--- src/rtl/bitstream_ram_writer.sv ---
// bitstream_ram_writer: packs an incoming byte stream MSB-first into 16-bit
// words and writes them into the decoder's bitstream RAM as a circular buffer.
// Words still unread by the decoder, plus a small guard window, are never
// overwritten.
module bitstream_ram_writer #(
  parameter int ADDR_W = 17,
  parameter int GUARD  = 4
) (
  input  logic              clk,
  input  logic              reset,
  input  logic              byte_valid,
  input  logic [7:0]        byte_data,
  output logic              byte_ready,
  input  logic              stream_end,
  output logic              BitStream_ram_wen,
  output logic [ADDR_W-1:0] BitStream_ram_waddr,
  output logic [15:0]       BitStream_ram_wdata,
  input  logic              BitStream_ram_ren,
  input  logic [ADDR_W-1:0] BitStream_ram_addr,
  output logic [ADDR_W-1:0] wr_ptr,
  output logic              flush_done
);

  typedef enum logic [1:0] {EMPTY, HALF, FLUSH} state_e;

  state_e            state_q, state_d;
  logic [7:0]        hi_q, hi_d;
  logic              wen_q, wen_d;
  logic [ADDR_W-1:0] waddr_q, waddr_d;
  logic [15:0]       wdata_q, wdata_d;
  logic [ADDR_W-1:0] wr_ptr_q, wr_ptr_d;
  logic [ADDR_W-1:0] rd_mark_q, rd_mark_d;
  logic              flush_done_q, flush_done_d;

  logic [ADDR_W-1:0] free;
  logic [ADDR_W-1:0] next_addr;
  logic              accept;

  // A word registered but not yet issued still occupies a slot, so the
  // pending strobe is subtracted alongside the write pointer.
  assign free       = rd_mark_q - wr_ptr_q - ADDR_W'(wen_q) - ADDR_W'(1);
  assign byte_ready = (state_q != FLUSH) && (free > ADDR_W'(GUARD));
  assign accept     = byte_valid && byte_ready;
  // Address the next registered word lands on, including any in-flight write.
  assign next_addr  = wr_ptr_q + ADDR_W'(wen_q);

  // Next-state, word packing, pointer advance and read-mark tracking.
  always_comb begin
    state_d      = state_q;
    hi_d         = hi_q;
    wen_d        = 1'b0;
    waddr_d      = waddr_q;
    wdata_d      = wdata_q;
    flush_done_d = 1'b0;
    wr_ptr_d     = next_addr;
    rd_mark_d    = BitStream_ram_ren ? rd_mark_q : BitStream_ram_addr;
    case (state_q)
      EMPTY: begin
        if (accept) begin
          hi_d    = byte_data;
          state_d = stream_end ? FLUSH : HALF;
        end
      end
      HALF: begin
        if (accept) begin
          wen_d        = 1'b1;
          waddr_d      = next_addr;
          wdata_d      = {hi_q, byte_data};
          flush_done_d = stream_end;
          state_d      = EMPTY;
        end
      end
      FLUSH: begin
        wen_d        = 1'b1;
        waddr_d      = next_addr;
        wdata_d      = {hi_q, 8'h00};
        flush_done_d = 1'b1;
        state_d      = EMPTY;
      end
      default: state_d = EMPTY;
    endcase
  end

  // State registers; reset drops any held byte and cancels a pending write.
  always_ff @(posedge clk) begin
    if (reset) begin
      state_q      <= EMPTY;
      hi_q         <= 8'h00;
      wen_q        <= 1'b0;
      waddr_q      <= '0;
      wdata_q      <= 16'h0000;
      wr_ptr_q     <= '0;
      rd_mark_q    <= '0;
      flush_done_q <= 1'b0;
    end else begin
      state_q      <= state_d;
      hi_q         <= hi_d;
      wen_q        <= wen_d;
      waddr_q      <= waddr_d;
      wdata_q      <= wdata_d;
      wr_ptr_q     <= wr_ptr_d;
      rd_mark_q    <= rd_mark_d;
      flush_done_q <= flush_done_d;
    end
  end

  assign BitStream_ram_wen   = wen_q;
  assign BitStream_ram_waddr = waddr_q;
  assign BitStream_ram_wdata = wdata_q;
  assign wr_ptr              = wr_ptr_q;
  assign flush_done          = flush_done_q;

endmodule

--- config.mk ---
export PLATFORM = sky130hd
export DESIGN_NAME = bitstream_ram_writer
export DESIGN_NICKNAME = d
export VERILOG_FILES = /design/src/rtl/bitstream_ram_writer.sv
export SDC_FILE = /design/constraint.sdc
export NUM_CORES = 1
export LEC_CHECK = 0
export ABC_AREA = 1
export BUFFER_PORTS_ARGS = -buffer_cell sky130_fd_sc_hd__buf_2
export CORE_MARGIN = 2
export CORE_UTILIZATION = 30
export CTS_CLUSTER_SIZE = 40
export DETAILED_ROUTE_END_ITERATION = 8
export HOLD_SLACK_MARGIN = 0.05
export SYNTH_ARGS = -nofsm -noshare
export SYNTH_HDL_FRONTEND = slang
export SYNTH_SLANG_ARGS = --single-unit
--- constraint.sdc ---
create_clock -name clk -period 5.7 [get_ports clk]
set_input_delay 0.285 -clock clk [delete_from_list [all_inputs] [get_ports clk]]
set_output_delay 0.285 -clock clk [all_outputs]
set_load 0.005 [all_outputs]
==> metrics.md <==
| Metric | Value |
|---|---|
| Ys async rst share | `0%` |
| Post-DP Area | `5440 um2` |
| Layout cells sized above 1 | `17.0%` |
| Clock latency reported for the late side of the worst-skew pair | `0.34 ns` |
| Clock buffer depth | `2` |
| Post-CTS Hold Fix Bufs | `0` |
| Vias in the first global route | `4,337` |
| Initial Utilization | `30.8%` |
| Switch Pwr | `0.000460 W` |
| Area Growth Syn to Fin | `19.2%` |
| Combinational power share | `19.2%` |
| Metal3 WL | `576 um` |
| DRC violations left | `0` |
| Worst Max-Slew Pin Slew | `1.11 ns` |
| Synthesized Nets | `789` |
| Crit path max-delay family | `simple AND/OR/NAND/NOR gates` |
| VDD IR-drop max | `151 uV` |
| Setup crit end kind | `flop` |
| Post-CTS Resized | `0` |
| Number of synthesized flops with an enable pin | `0` |
| CP most frequent cell | `nand2_1` |
| Die Wd | `132 um` |
| Post-Syn Area per Cell | `6.78 um2` |
| Internal power | `0.00123 W` |
| Top_reg_cell synth | `dfxtp_1` |
| Max-cap viol count | `0` |
| Post-route ant nets | `0` |
| # rows | `46` |
| Setup bufs post-CTS | `0` |
| Syn. warnings | `0` |
| Critical path class | `reg2reg` |
| Buffers and inverters on the worst path | `2` |
| Ranking of synthesized cells by area | `dfxtp_1, nand2_1, ha_1, inv_1, nor2_1` |
| Clock skew | `0.00957 ns` |
| Flops & latches, synth | `79` |
| Synth cell count leaders | `nand2_1, inv_1, nor2_1, dfxtp_1, nand3_1` |
| Initial antenna violation count | `0` |
| DR vias | `4,502` |
| Dpl ws | `2.14 ns` |
| Reg power frac | `35.5%` |
| Worst stage delay on the critical path | `0.63 ns` |
| CTS buffer count | `9` |
| First-pass GRT wire length | `20,700 um` |
| CTS tree | `yes` |
| ANT cells | `0` |
| Status | `finished clean` |
| Num ports | `83` |
| Most common cell in the synthesized netlist | `nand2_1` |
| Clock root buffer | `clkbuf_16` |
| Routed Wire Length | `12,300 um` |
| Gr ovfl total | `0` |
| Max FO, Critical Path | `30` |
| Clock transition at path regs | `0.07 ns` |
| IO buf count | `82` |
| Hold Path Class | `in2reg` |
| Via density | `4.45` |
| Final setup viols | `0` |
| Peak Freq | `278 MHz` |
| WP data required | `5.93 ns` |
| Net Sw Frac | `27.2%` |
| Synth Cell Area | `4890 um2` |
| Fin area | `5830 um2` |
| Slew Viols, Final | `0` |
| Relative slew slack | `25.8%` |
| DR pass1 iterations | `4` |
| Top Metal Used | `met4` |
| Setup slack after layout | `2.10 ns` |
| Routability congestion estimate | `0.862` |
| CTS H-tree lvls | `3` |
| Setup TNS | `0 ns` |
| Initial drt markers | `132` |
| Sequential share of the synthesized area | `32.3%` |
| Largest net degree at the start of global routing | `52` |
| Routed WL per cell | `12.1 um` |
| GRT Util Overall | `14.6%` |
| Core area | `15,900 um2` |
| Clock power share | `45.2%` |
| Met2 wire length | `5710 um` |
| Leakage | `3.00 nW` |
| Startpoint Class | `flop` |
| Slowest CP cell | `nand2_2` |
| Clk sink count | `79` |
| Die Y | `132 um` |
| Cells after Synth | `721` |
| Top cell type's share of synthesized area | `32.3%` |
| Detail Placement HPWL | `9370 um` |
| Crit-path cells | `inv_1, ha_1, inv_1, ha_1, fa_1, nand2_1, nand2_1, nand3_2, nand2_2, nand2_1, nand2_1, nand2_1, nand2_1, nand2_1, nor2_1, nand3_2, nand4_4, nand2_2, nand2_1, nand2_1, nor2_1` |
| Layout Nets | `859` |
| Worst Path Arrival | `3.83 ns` |
| Tot Pwr | `0.00169 W` |
| Final-report hold violation count | `0` |
| Final worst-path cycle share | `63.1%` |
| Final worst path period need | `3.60 ns` |
| Power per Cell Area | `290 nW/um2` |
| Yosys cell types | `30` |
| Area leader, netlist | `dfxtp_1` |
| Die ar. | `17,300 um2` |
| Metal-1 WL | `5800 um` |
| RSZ-0062 raised after global routing | `no` |
==> metrics by stage <==
step | util, % | hold WS, ns | std cells
2_1_floorplan | - | 0.414 | 721
3_3_place_gp | 34.2 | 0.450 | 996
3_5_place_dp | 34.2 | 0.454 | 996
4_1_cts | 36.7 | 0.180 | 1012
5_1_grt | 36.7 | 0.202 | 1012
6_report | 36.7 | 0.190 | 1012
==> worst min-delay path, delay by kind of cell <==
kind | cells | cell delay, ns
buffers and inverters | 1 | 0.09
and+or+nand+nor | 2 | 0.12
==> routing by layer <==
metal / vias up / track usage [%]
li1: 2399 / -
met1: 2018 / 18.5
met2: 71 / 24.3
met3: 14 / 3.01
met4: 0 / 5.37
met5: - / 0
==> power groups by stage <==
stage / logic [W] / registers (W) / clock network (W)
after floorplan: 0.000244 / 0.000613 / 0
after global placement: 0.000324 / 0.000614 / 0
after detailed placement: 0.000326 / 0.000614 / 0
after CTS: 0.000328 / 0.000602 / 0.000780
after global routing: 0.000382 / 0.000605 / 0.000805
final: 0.000326 / 0.000602 / 0.000766
==> cell type report <==
cell class | count | area [um2]
clock buffers | 10 | 239
clock inverters | 6 | 155
fillers | 1774 | 10100
inverters | 118 | 443
multi-input cells | 500 | 2730
flip-flops and latches | 79 | 1580
well taps | 216 | 270
repair buffers | 83 | 418
==> state kept, by name (all words and copies together), names as in the netlist <==
name / cells
flush_done: 1
BitStream_ram_wdata: 16
BitStream_ram_waddr: 17
state_q: 2
rd_mark_q: 17
wr_ptr: 17
BitStream_ram_wen: 1
hi_q: 8
==> worst paths after layout <==
check	from	to	slack, ns	cells after the start
setup / recovery	rd_mark_q[0]$_SDFFE_PP0N_	BitStream_ram_waddr[11]$_SDFFE_PP0P_	2.10	21
hold / removal	byte_data[2]	hi_q[2]$_SDFFE_PP0P_	0.19	3
setup reg to reg	rd_mark_q[0]$_SDFFE_PP0N_	BitStream_ram_waddr[11]$_SDFFE_PP0P_	2.10	21
hold reg to reg	rd_mark_q[7]$_SDFFE_PP0N_	rd_mark_q[7]$_SDFFE_PP0N_	0.46	2
==> cells in the final DEF, fill, tap and decap left out <==
cell       count
a21oi_1       37
a21oi_2       10
and2_1         2
buf_2         82
buf_4          1
bufinv_16      5
clkbuf_16      9
clkbuf_8       1
clkinv_2       1
dfxtp_1       79
fa_1           1
ha_1          37
inv_1        118
nand2_1      160
nand2_2        6
nand3_1       45
nand3_2       12
nand3b_1      13
nand4_1       14
nand4_4        1
nor2_1       107
nor2_2         5
nor3_1         1
nor3_2         1
nor3b_2        1
nor4_1         1
o21a_1         1
o21ai_0       27
xnor2_1        5
xor2_1        13
==> cell families after synthesis <==
| logic type | count (synthesis) | share of synthesized area (%) |
|---|---|---|
| XOR/XNOR | 18 | 3.22 |
| AO/OA/AOI/OAI | 75 | 8.49 |
| flip-flops | 79 | 32.3 |
| AND/OR/NAND/NOR | 369 | 34.1 |
| adder cells (fa/ha/maj) | 38 | 9.87 |
| buffers and inverters | 142 | 11.9 |
(Power assumes the default switching activity.)
